$ cat config.mk
export PLATFORM = sky130hd
export DESIGN_NAME = imem_loader
export DESIGN_NICKNAME = d
export VERILOG_FILES = /design/src/rtl/imem_loader_pkg.sv /design/src/rtl/imem_loader_pack.sv /design/src/rtl/imem_loader.sv
export SDC_FILE = /design/constraint.sdc
export NUM_CORES = 1
export LEC_CHECK = 0
export CORE_UTILIZATION = 48
export CTS_CLUSTER_SIZE = 25
export DETAILED_ROUTE_END_ITERATION = 16
export PLACE_DENSITY = 0.88
export REMOVE_ABC_BUFFERS = 1
export SYNTH_ARGS = -nofsm -noshare
export SYNTH_HDL_FRONTEND = slang
export SYNTH_SLANG_ARGS = --single-unit
$ cat constraint.sdc
create_clock -name CLK -period 5 [get_ports CLK]
set_input_delay 1 -clock CLK [delete_from_list [all_inputs] [get_ports CLK]]
set_output_delay 1 -clock CLK [all_outputs]
set_load 0.01 [all_outputs]
$ cat src/rtl/imem_loader_pkg.sv
// Shared constants for the instruction-memory boot loader and the CPU instruction decode.
// The loader's optional checksum stage is enabled by defining IMEM_LOADER_CHECKSUM_EN.
package imem_loader_pkg;

  localparam int unsigned WORD_W         = 32;
  localparam int unsigned BYTE_W         = 8;
  localparam int unsigned BYTES_PER_WORD = WORD_W / BYTE_W;
  localparam int unsigned OP_W           = 6;

  localparam logic [OP_W-1:0] HALT_OP = 6'b111111;

  typedef logic [2:0] state_t;

  localparam state_t StIdle  = 3'd0;
  localparam state_t StRecv  = 3'd1;
  localparam state_t StWrite = 3'd2;
  localparam state_t StCheck = 3'd3;
  localparam state_t StDone  = 3'd4;

  function automatic logic [OP_W-1:0] opcode(input logic [WORD_W-1:0] word);
    return word[WORD_W-1 -: OP_W];
  endfunction

endpackage

$ cat src/rtl/imem_loader_pack.sv
// Byte-to-word packer: counts accepted bytes and shifts them in big-endian order.
module imem_loader_pack
  import imem_loader_pkg::*;
(
  input  logic              clk,
  input  logic              rst_n,
  input  logic              clear,
  input  logic              take,
  input  logic [BYTE_W-1:0] data_in,
  output logic              word_ready,
  output logic [WORD_W-1:0] word
);

  logic [1:0]        cnt_q;
  logic [WORD_W-1:0] word_q;

  always_ff @(posedge clk or negedge rst_n) begin
    if (!rst_n) begin
      cnt_q  <= 2'd0;
      word_q <= '0;
    end else if (clear) begin
      cnt_q <= 2'd0;
    end else if (take) begin
      cnt_q  <= cnt_q + 2'd1;
      word_q <= {word_q[WORD_W-BYTE_W-1:0], data_in};
    end
  end

  // Pulses on the edge that accepts the fourth byte; word is complete in the following cycle.
  assign word_ready = take && (cnt_q == 2'(BYTES_PER_WORD - 1));
  assign word       = word_q;

endmodule

$ cat src/rtl/imem_loader.sv
// Boot-time instruction-memory writer holding the CPU in reset until the program is loaded.
// Define IMEM_LOADER_CHECKSUM_EN to require a trailing XOR checksum byte after the halt word.
module imem_loader
  import imem_loader_pkg::*;
#(
  parameter int unsigned     WORDS   = 64,
  parameter logic [OP_W-1:0] HALT_OP = imem_loader_pkg::HALT_OP
) (
  input  logic                       CLK,
  input  logic                       Reset,
  input  logic                       start,
  input  logic                       byte_valid,
  input  logic [7:0]                 byte_data,
  output logic                       byte_ready,
  output logic                       mem_we,
  output logic [31:0]                mem_addr,
  output logic [31:0]                mem_wdata,
  output logic                       cpu_hold,
  output logic                       done,
  output logic                       err,
  output logic [$clog2(WORDS+1)-1:0] word_count
);

  localparam int unsigned CW = $clog2(WORDS + 1);

  state_t            state_q, state_d;
  logic [CW-1:0]     idx_q, idx_d;
  logic [CW-1:0]     count_q, count_d;
  logic              err_q, err_d;
  logic              take, clear, word_ready;
  logic [WORD_W-1:0] word;
`ifdef IMEM_LOADER_CHECKSUM_EN
  logic [BYTE_W-1:0] csum_q, csum_d;
`endif

  assign take  = byte_valid && (state_q == StRecv);
  assign clear = start && ((state_q == StIdle) || (state_q == StDone));

  imem_loader_pack u_pack (
    .clk        (CLK),
    .rst_n      (Reset),
    .clear      (clear),
    .take       (take),
    .data_in    (byte_data),
    .word_ready (word_ready),
    .word       (word)
  );

  always_comb begin
    state_d = state_q;
    idx_d   = idx_q;
    count_d = count_q;
    err_d   = err_q;
`ifdef IMEM_LOADER_CHECKSUM_EN
    csum_d  = csum_q;
`endif
    case (state_q)
      StIdle, StDone: begin
        if (start) begin
          state_d = StRecv;
          idx_d   = '0;
          count_d = '0;
          err_d   = 1'b0;
`ifdef IMEM_LOADER_CHECKSUM_EN
          csum_d  = '0;
`endif
        end
      end
      StRecv: begin
`ifdef IMEM_LOADER_CHECKSUM_EN
        if (take) csum_d = csum_q ^ byte_data;
`endif
        if (word_ready) state_d = StWrite;
      end
      StWrite: begin
        count_d = count_q + CW'(1);
        if (opcode(word) == HALT_OP) begin
`ifdef IMEM_LOADER_CHECKSUM_EN
          state_d = StCheck;
`else
          state_d = StDone;
`endif
        end else if (idx_q == CW'(WORDS - 1)) begin
          err_d   = 1'b1;
          state_d = StDone;
        end else begin
          idx_d   = idx_q + CW'(1);
          state_d = StRecv;
        end
      end
`ifdef IMEM_LOADER_CHECKSUM_EN
      StCheck: begin
        if (byte_valid) begin
          err_d   = (byte_data != csum_q);
          state_d = StDone;
        end
      end
`endif
      default: state_d = StIdle;
    endcase
  end

  always_ff @(posedge CLK or negedge Reset) begin
    if (!Reset) begin
      state_q <= StIdle;
      idx_q   <= '0;
      count_q <= '0;
      err_q   <= 1'b0;
`ifdef IMEM_LOADER_CHECKSUM_EN
      csum_q  <= '0;
`endif
    end else begin
      state_q <= state_d;
      idx_q   <= idx_d;
      count_q <= count_d;
      err_q   <= err_d;
`ifdef IMEM_LOADER_CHECKSUM_EN
      csum_q  <= csum_d;
`endif
    end
  end

`ifdef IMEM_LOADER_CHECKSUM_EN
  assign byte_ready = (state_q == StRecv) || (state_q == StCheck);
`else
  assign byte_ready = (state_q == StRecv);
`endif
  assign mem_we     = (state_q == StWrite);
  assign mem_addr   = 32'(idx_q) << 2;
  assign mem_wdata  = word;
  assign done       = (state_q == StDone) && !err_q;
  assign cpu_hold   = !done;
  assign err        = err_q;
  assign word_count = count_q;

endmodule

==> results.md, run 1 <==
- Sequential area share after synthesis: between 50% and 60%
- Root buf cell: clkbuf_8
- Final GP Congestion: 0.872
- CTS tree: done
- Highest-count cells in the layout ignoring fill and taps: nand2_1, clkdlybuf4s50_1, dfrtp_1, conb_1, o21ai_0
- Reg2Reg Depth: 4
- Die H: roughly 73 um
- Die ar.: approximately 5400 sq um
- Syn_area_per_cell: ~9 sq um
- P&R area growth vs syn: 27.8%
- Hold Buf Count CTS: 0
- VDD IR max: between 0.3 and 0.4 mV
- Largest net degree at the start of global routing: 53
- Mapped Area: ~2400 sq um
- Part of the cycle the worst path needs: between 50% and 60%
- Remaining DRCs: 0
- Setup TNS: 0 ns
- Worst-Skew Late Latency: approximately 0.3 ns
- Final ANT Viol Nets: 0
- # Max-Cap Violations: 0
- Nets@finish: about 340
- Prevailing post-synth register cell: dfrtp_1
- Peak Freq: 345 MHz
- Status: finished, final reports clean
- Reg2reg start: state_q[1]
- Core ar.: about 4800 sq um
- Pre-Repair DR Iteration Count: 4
- Routed length per instance: approximately 13 um
- Worst Path Required: 4.00 ns
- Vias/cell: ~5.1
- Worst Skew: between 0.009 and 0.01 ns
- Final hold vios: 0
- # diodes: 0
- Cells resized by post-CTS repair: 0
- Endpoints failing setup: 0
- Tmin final: slightly below 3 ns
- Buffers on Ports: 62
- Crit path max fanout: 16
- Max Slew Vio Count: 0
- Global Route Usage Sum: between 20% and 30%
- Antenna violations before repair: 0
- Worst-case clock buffer depth: 2
- HP Start: u_pack.word[24]
- Area share of the largest cell type after synthesis: about 53%
- Worst hold slack: just under 0.5 ns
- Leakage: between 1.5 and 2 nW
- Pwr/cell area: about 480 nW/um^2
- Synth top area cells: dfrtp_1, nand2_1, buf_4, o21ai_0, ha_1
- Worst Setup End Kind: output pin
- Seq cells post-synth: 52
- Post-synth cell types: 38
- Leading area contributor after synthesis: dfrtp_1
- Grt total ovfl: 0
- Rel. slew slack: between 20% and 30%
- Layout fillers: 410
- Clock sink count: between 50 and 60
- Worst min-delay path category: reg -> reg
- First-pass GRT wire length: between 8000 and 9000 um
- Worst r2r dst: u_pack.cnt_q[0]
- 1st-iter DRT viols: 96
- Final HPWL DP: approximately 3500 um
- Vias: 2,007
- Area after DPL: around 3000 sq um
- Share of layout cells above drive strength 1: approximately 5.2%
- CTS H-tree lvls: 2
- Final Cell Area: 3120 sq um
- EDFF count, synth: 0
- Mapped Cells: 270
- Reg2Reg Setup Slack: approximately 2.9 ns
- Chip Width: between 70 and 80 um
- Worst Hold Path EP: u_pack.word[24]
- Setup CP Type: reg -> out
- Worst Hold Depth: 2
- Worst Tran Pin Value: roughly 1.1 ns
- Vias in the first global route: about 1,900
- Ports: 88
- Starting Density: approximately half
- Core Util, Final: about two thirds
- CP Data Arrival Time: about 1.9 ns
- Clk slew on worst S/H paths: ~0.1 ns
- Syn. warnings: 0
- Num CTS Buffers: 5
- Row count: 25
- Startpoint Class: register
- Most common cell after layout, fill and taps aside: nand2_1
- Unrepaired setup endpoints after global routing: no
- Fraction of registers with async set/reset: 100%
- Total Routed Length: around 5100 um
- # Post-CTS Setup Buffers: 0
==> synthesized netlist by cell type, drive strengths merged, types with 3 or more instances <==
master  count
nand2     112
dfrtp      52
buf        29
o21ai       8
clkbuf      6
nand3       6
inv         5
a21oi       4
nand4       4
nor2        4
a31oi       3
and3        3
ha          3
o211ai      3
o31ai       3
or3b        3
==> state kept, by name (all words and copies together) (netlist names) <==
| register | flops |
|---|---|
| idx_q | 7 |
| state_q | 3 |
| err | 1 |
| u_pack.cnt_q | 2 |
| u_pack.word | 32 |
| word_count | 7 |
==> power by group <==
group / switching, mW / internal [mW] / leakage, nW
Combinational: 0.270 / 0.287 / 0.807
Sequential: 0.110 / 0.551 / 0.676
Clock: 0.138 / 0.148 / 0.0541
Total: 0.518 / 0.987 / 1.54
==> metrics by stage <==
stage	setup WS (ns)	cells	power, mW
finish	2.10	397	1.50
global route	2.02	397	1.61
CTS	2.09	397	1.52
detailed placement	2.13	389	1.23
global placement	2.16	389	1.21
floorplan	2.76	259	0.899
==> worst max-delay path by stage <==
stage                     from  endpoint  slack [ns]  cells past startpoint
floorplan                start  idx_q[5]        2.76                      4
global placement         start  idx_q[5]        2.16                      5
detailed placement       start  idx_q[5]        2.13                      5
CTS                 state_q[0]    mem_we        2.09                      3
global route        state_q[0]    mem_we        2.02                      3
finish              state_q[0]    mem_we        2.10                      3
==> layout make-up <==
type	instances	area, sq um	share of cell area, %
Timing Repair Buffer	63	623	20.0
Inverter	6	27.5	0.882
Clock buffer	5	68.8	2.20
Clock inverter	3	42.5	1.36
Sequential cell	52	1300	41.7
Multi-Input combinational cell	201	975	31.2
Tap cell	67	83.8	2.69
==> kinds of logic (layout without fill, tap and decap cells) <==
family | Yosys count | in the layout | synth area share, %
fa+ha+maj | 3 | 3 | 1.54
other cells | 1 | 25 | 0.153
simple gates | 142 | 142 | 24.9
flops | 52 | 52 | 53.3
buf+inv | 41 | 77 | 10.5
compound gates | 30 | 30 | 9.22
mux | 1 | 1 | 0.410
==> layer usage <==
layer  up-vias  part of all wire, %  GRT usage (%)
met3         6                  8.6           7.41
li1        954                    -              -
met4         0                 0.53           4.27
met1       948                   42           25.3
met2        99                   49           33.8
met5         -                    0              0
==> worst max-delay path, stage by stage (launching register included) <==
cell,delay (ns)
dfrtp_1,0.44
or3b_4,0.46
clkinv_4,0.14
clkdlybuf4s50_1,0.55
No activity file was read; power rests on OpenSTA's default activity.
==> run 2, diff against run 1 <==
--- a/config.mk
+++ b/config.mk
@@ -5,10 +5,10 @@
 export SDC_FILE = /design/constraint.sdc
 export NUM_CORES = 1
 export LEC_CHECK = 0
-export CORE_UTILIZATION = 48
+export CORE_UTILIZATION = 45
 export CTS_CLUSTER_SIZE = 25
 export DETAILED_ROUTE_END_ITERATION = 16
-export PLACE_DENSITY = 0.88
+export PLACE_DENSITY = 0.83
 export REMOVE_ABC_BUFFERS = 1
 export SYNTH_ARGS = -nofsm -noshare
 export SYNTH_HDL_FRONTEND = slang
==> constraint.sdc (replaced) <==
create_clock -name CLK -period 3.05 [get_ports CLK]
set_input_delay 0.61 -clock CLK [delete_from_list [all_inputs] [get_ports CLK]]
set_output_delay 0.61 -clock CLK [all_outputs]
set_load 0.01 [all_outputs]
==> results.md, run 2 (synthesis results as in run 1) <==
- Status: finished, final reports clean
- Share of layout cells above drive strength 1: between 5 and 6%
- Endpoints failing setup: 0
- Pwr/cell area: 784 nW/um^2
- Final hold vios: 0
- Row count: 26
- Highest-count cells in the layout ignoring fill and taps: nand2_1, clkdlybuf4s50_1, dfrtp_1, conb_1, o21ai_0
- Critical path depth: 3
- # Max-Cap Violations: 0
- P&R area growth vs syn: 28.0%
- Clock sink count: 52
- Startpoint Class: register
- Launch point of the worst path: state_q[2]
- Max Slew Vio Count: 0
- Worst-case clock buffer depth: 2
- Starting Density: a little under half
- Tmin final: 2.49 ns
- Largest net degree at the start of global routing: 34
- Worst Skew: slightly above 0.006 ns
- Unrepaired setup endpoints after global routing: no
- CP Data Arrival Time: around 1.9 ns
- Most common cell after layout, fill and taps aside: nand2_1
- Antenna violations before repair: 0
- Worst r2r dst: idx_q[4]
- Cells resized by post-CTS repair: 0
- Core Util, Final: between 60% and 70%
- Worst-Skew Late Latency: approximately 0.29 ns
- Worst setup endpoint: mem_we
- Final ANT Viol Nets: 0
- Reg2reg start: state_q[2]
- Remaining DRCs: 0
- CTS H-tree lvls: 2
- Setup TNS: 0 ns
- Cell family with most CP delay: buffers and inverters
- Num CTS Buffers: 5
- Setup CP Type: reg -> out
- Worst setup margin: roughly 0.56 ns
- Post-placement worst setup slack: about 0.58 ns
- # diodes: 0
- Root buf cell: clkbuf_8
- Routed length per instance: 12.6 um
- Pre-Repair DR Iteration Count: 4
- Worst Tran Pin Value: 0.638 ns
- Global Route Usage Sum: just under 20%
- Total Routed Length: 5020 um
- Vias/cell: between 4 and 5
- Worst path cell trace: or3b_4, clkinv_4, clkdlybuf4s50_1
- Worst Path Required: roughly 2.4 ns
- 1st-iter DRT viols: approximately 110
- Final HPWL DP: between 3000 and 4000 um
- Chip Width: between 70 and 80 um
- Crit-path max cell delay: ~0.55 ns
- Buffers on Ports: 62
- # Post-CTS Setup Buffers: 0
- CTS tree: done
- First-pass GRT wire length: roughly 8600 um
- Reg2Reg Setup Slack: 1.21 ns
- Vias in the first global route: about 1,900
- Worst path slowest cell: clkdlybuf4s50_1
- Crit path max fanout: 16
- Crit path buf inv count: 2
- Worst Setup End Kind: output pin
- Die ar.: between 5000 and 6000 sq um
- Clk slew on worst S/H paths: about 0.090 ns
- Rel. slew slack: between 50% and 60%
- Vias: just under 2,000
- Part of the cycle the worst path needs: 81.6%
- Core ar.: approximately 5200 sq um
- Grt total ovfl: 0
- Leakage: 1.54 nW
- Ports: 88
- Reg2Reg Depth: 5
- Number of flip-flops under the largest register name: 32
- VDD IR max: roughly 0.47 mV
- Final GP Congestion: between 0.8 and 0.9
- Hold Buf Count CTS: 0
- Die H: approximately 76 um
- Nets@finish: ~350
- Worst min-delay path category: in -> async
- Peak Freq: 402 MHz
-- run 2: cell count changes in the layout (fill, tap and decap cells not counted) --
cell	previous run	this run
clkinv_2	1	0
clkinvlp_4	1	0
buf_4	1	3
-- run 2: final cells by class --
type	count	area (sq um)
tap	70	87.6
inverter	6	27.5
clock buffer	5	68.8
timing repair buffer	65	638
multi-input combinational	201	975
fill	449	2040
sequential	52	1300
clock inverter	1	30.0
-- run 2: where the power goes --
part           leakage, nW  switching [mW]  internal [mW]
combinational        0.816           0.444          0.478
clock               0.0501           0.209          0.236
sequential           0.676           0.182          0.904
total                 1.54           0.836           1.62
-- run 2: worst min path at each step --
stage                               start               to  slack (ns)  cells after the start
final                               Reset    word_count[6]        0.26                      1
after CTS                           Reset    word_count[6]        0.27                      1
after global placement    u_pack.word[25]  u_pack.word[25]        0.46                      2
after floorplan                     Reset              err        0.31                      0
after global routing                Reset    word_count[6]        0.29                      1
after detailed placement  u_pack.word[25]  u_pack.word[25]        0.47                      2
-- run 2: stage by stage --
step	power [mW]	hold WS (ns)	instance area, sq um	instances
finish	2.45	0.260	3130	400
detailed placement	2.03	0.470	3030	394
floorplan	1.47	0.314	2300	259
CTS	2.48	0.268	3130	400
global placement	2.00	0.463	3030	394
global route	2.64	0.288	3130	400
-- run 2: layer usage --
| metal | GRT usage [%] | share of wire, % | vias to the layer above |
|---|---|---|---|
| met4 | 4.94 | 0.68 | 0 |
| met3 | 6.48 | 8.0 | 5 |
| li1 | - | - | 955 |
| met1 | 25.5 | 44 | 944 |
| met5 | 0 | 0 | - |
| met2 | 32.7 | 47 | 80 |
-- run 2: worst reg2reg max path, cell delays in order (launching register included) --
cell	delay, ns
dfrtp_1	0.45
or3b_4	0.44
clkinv_4	0.14
o311ai_4	0.14
or4_1	0.42
o211a_1	0.14
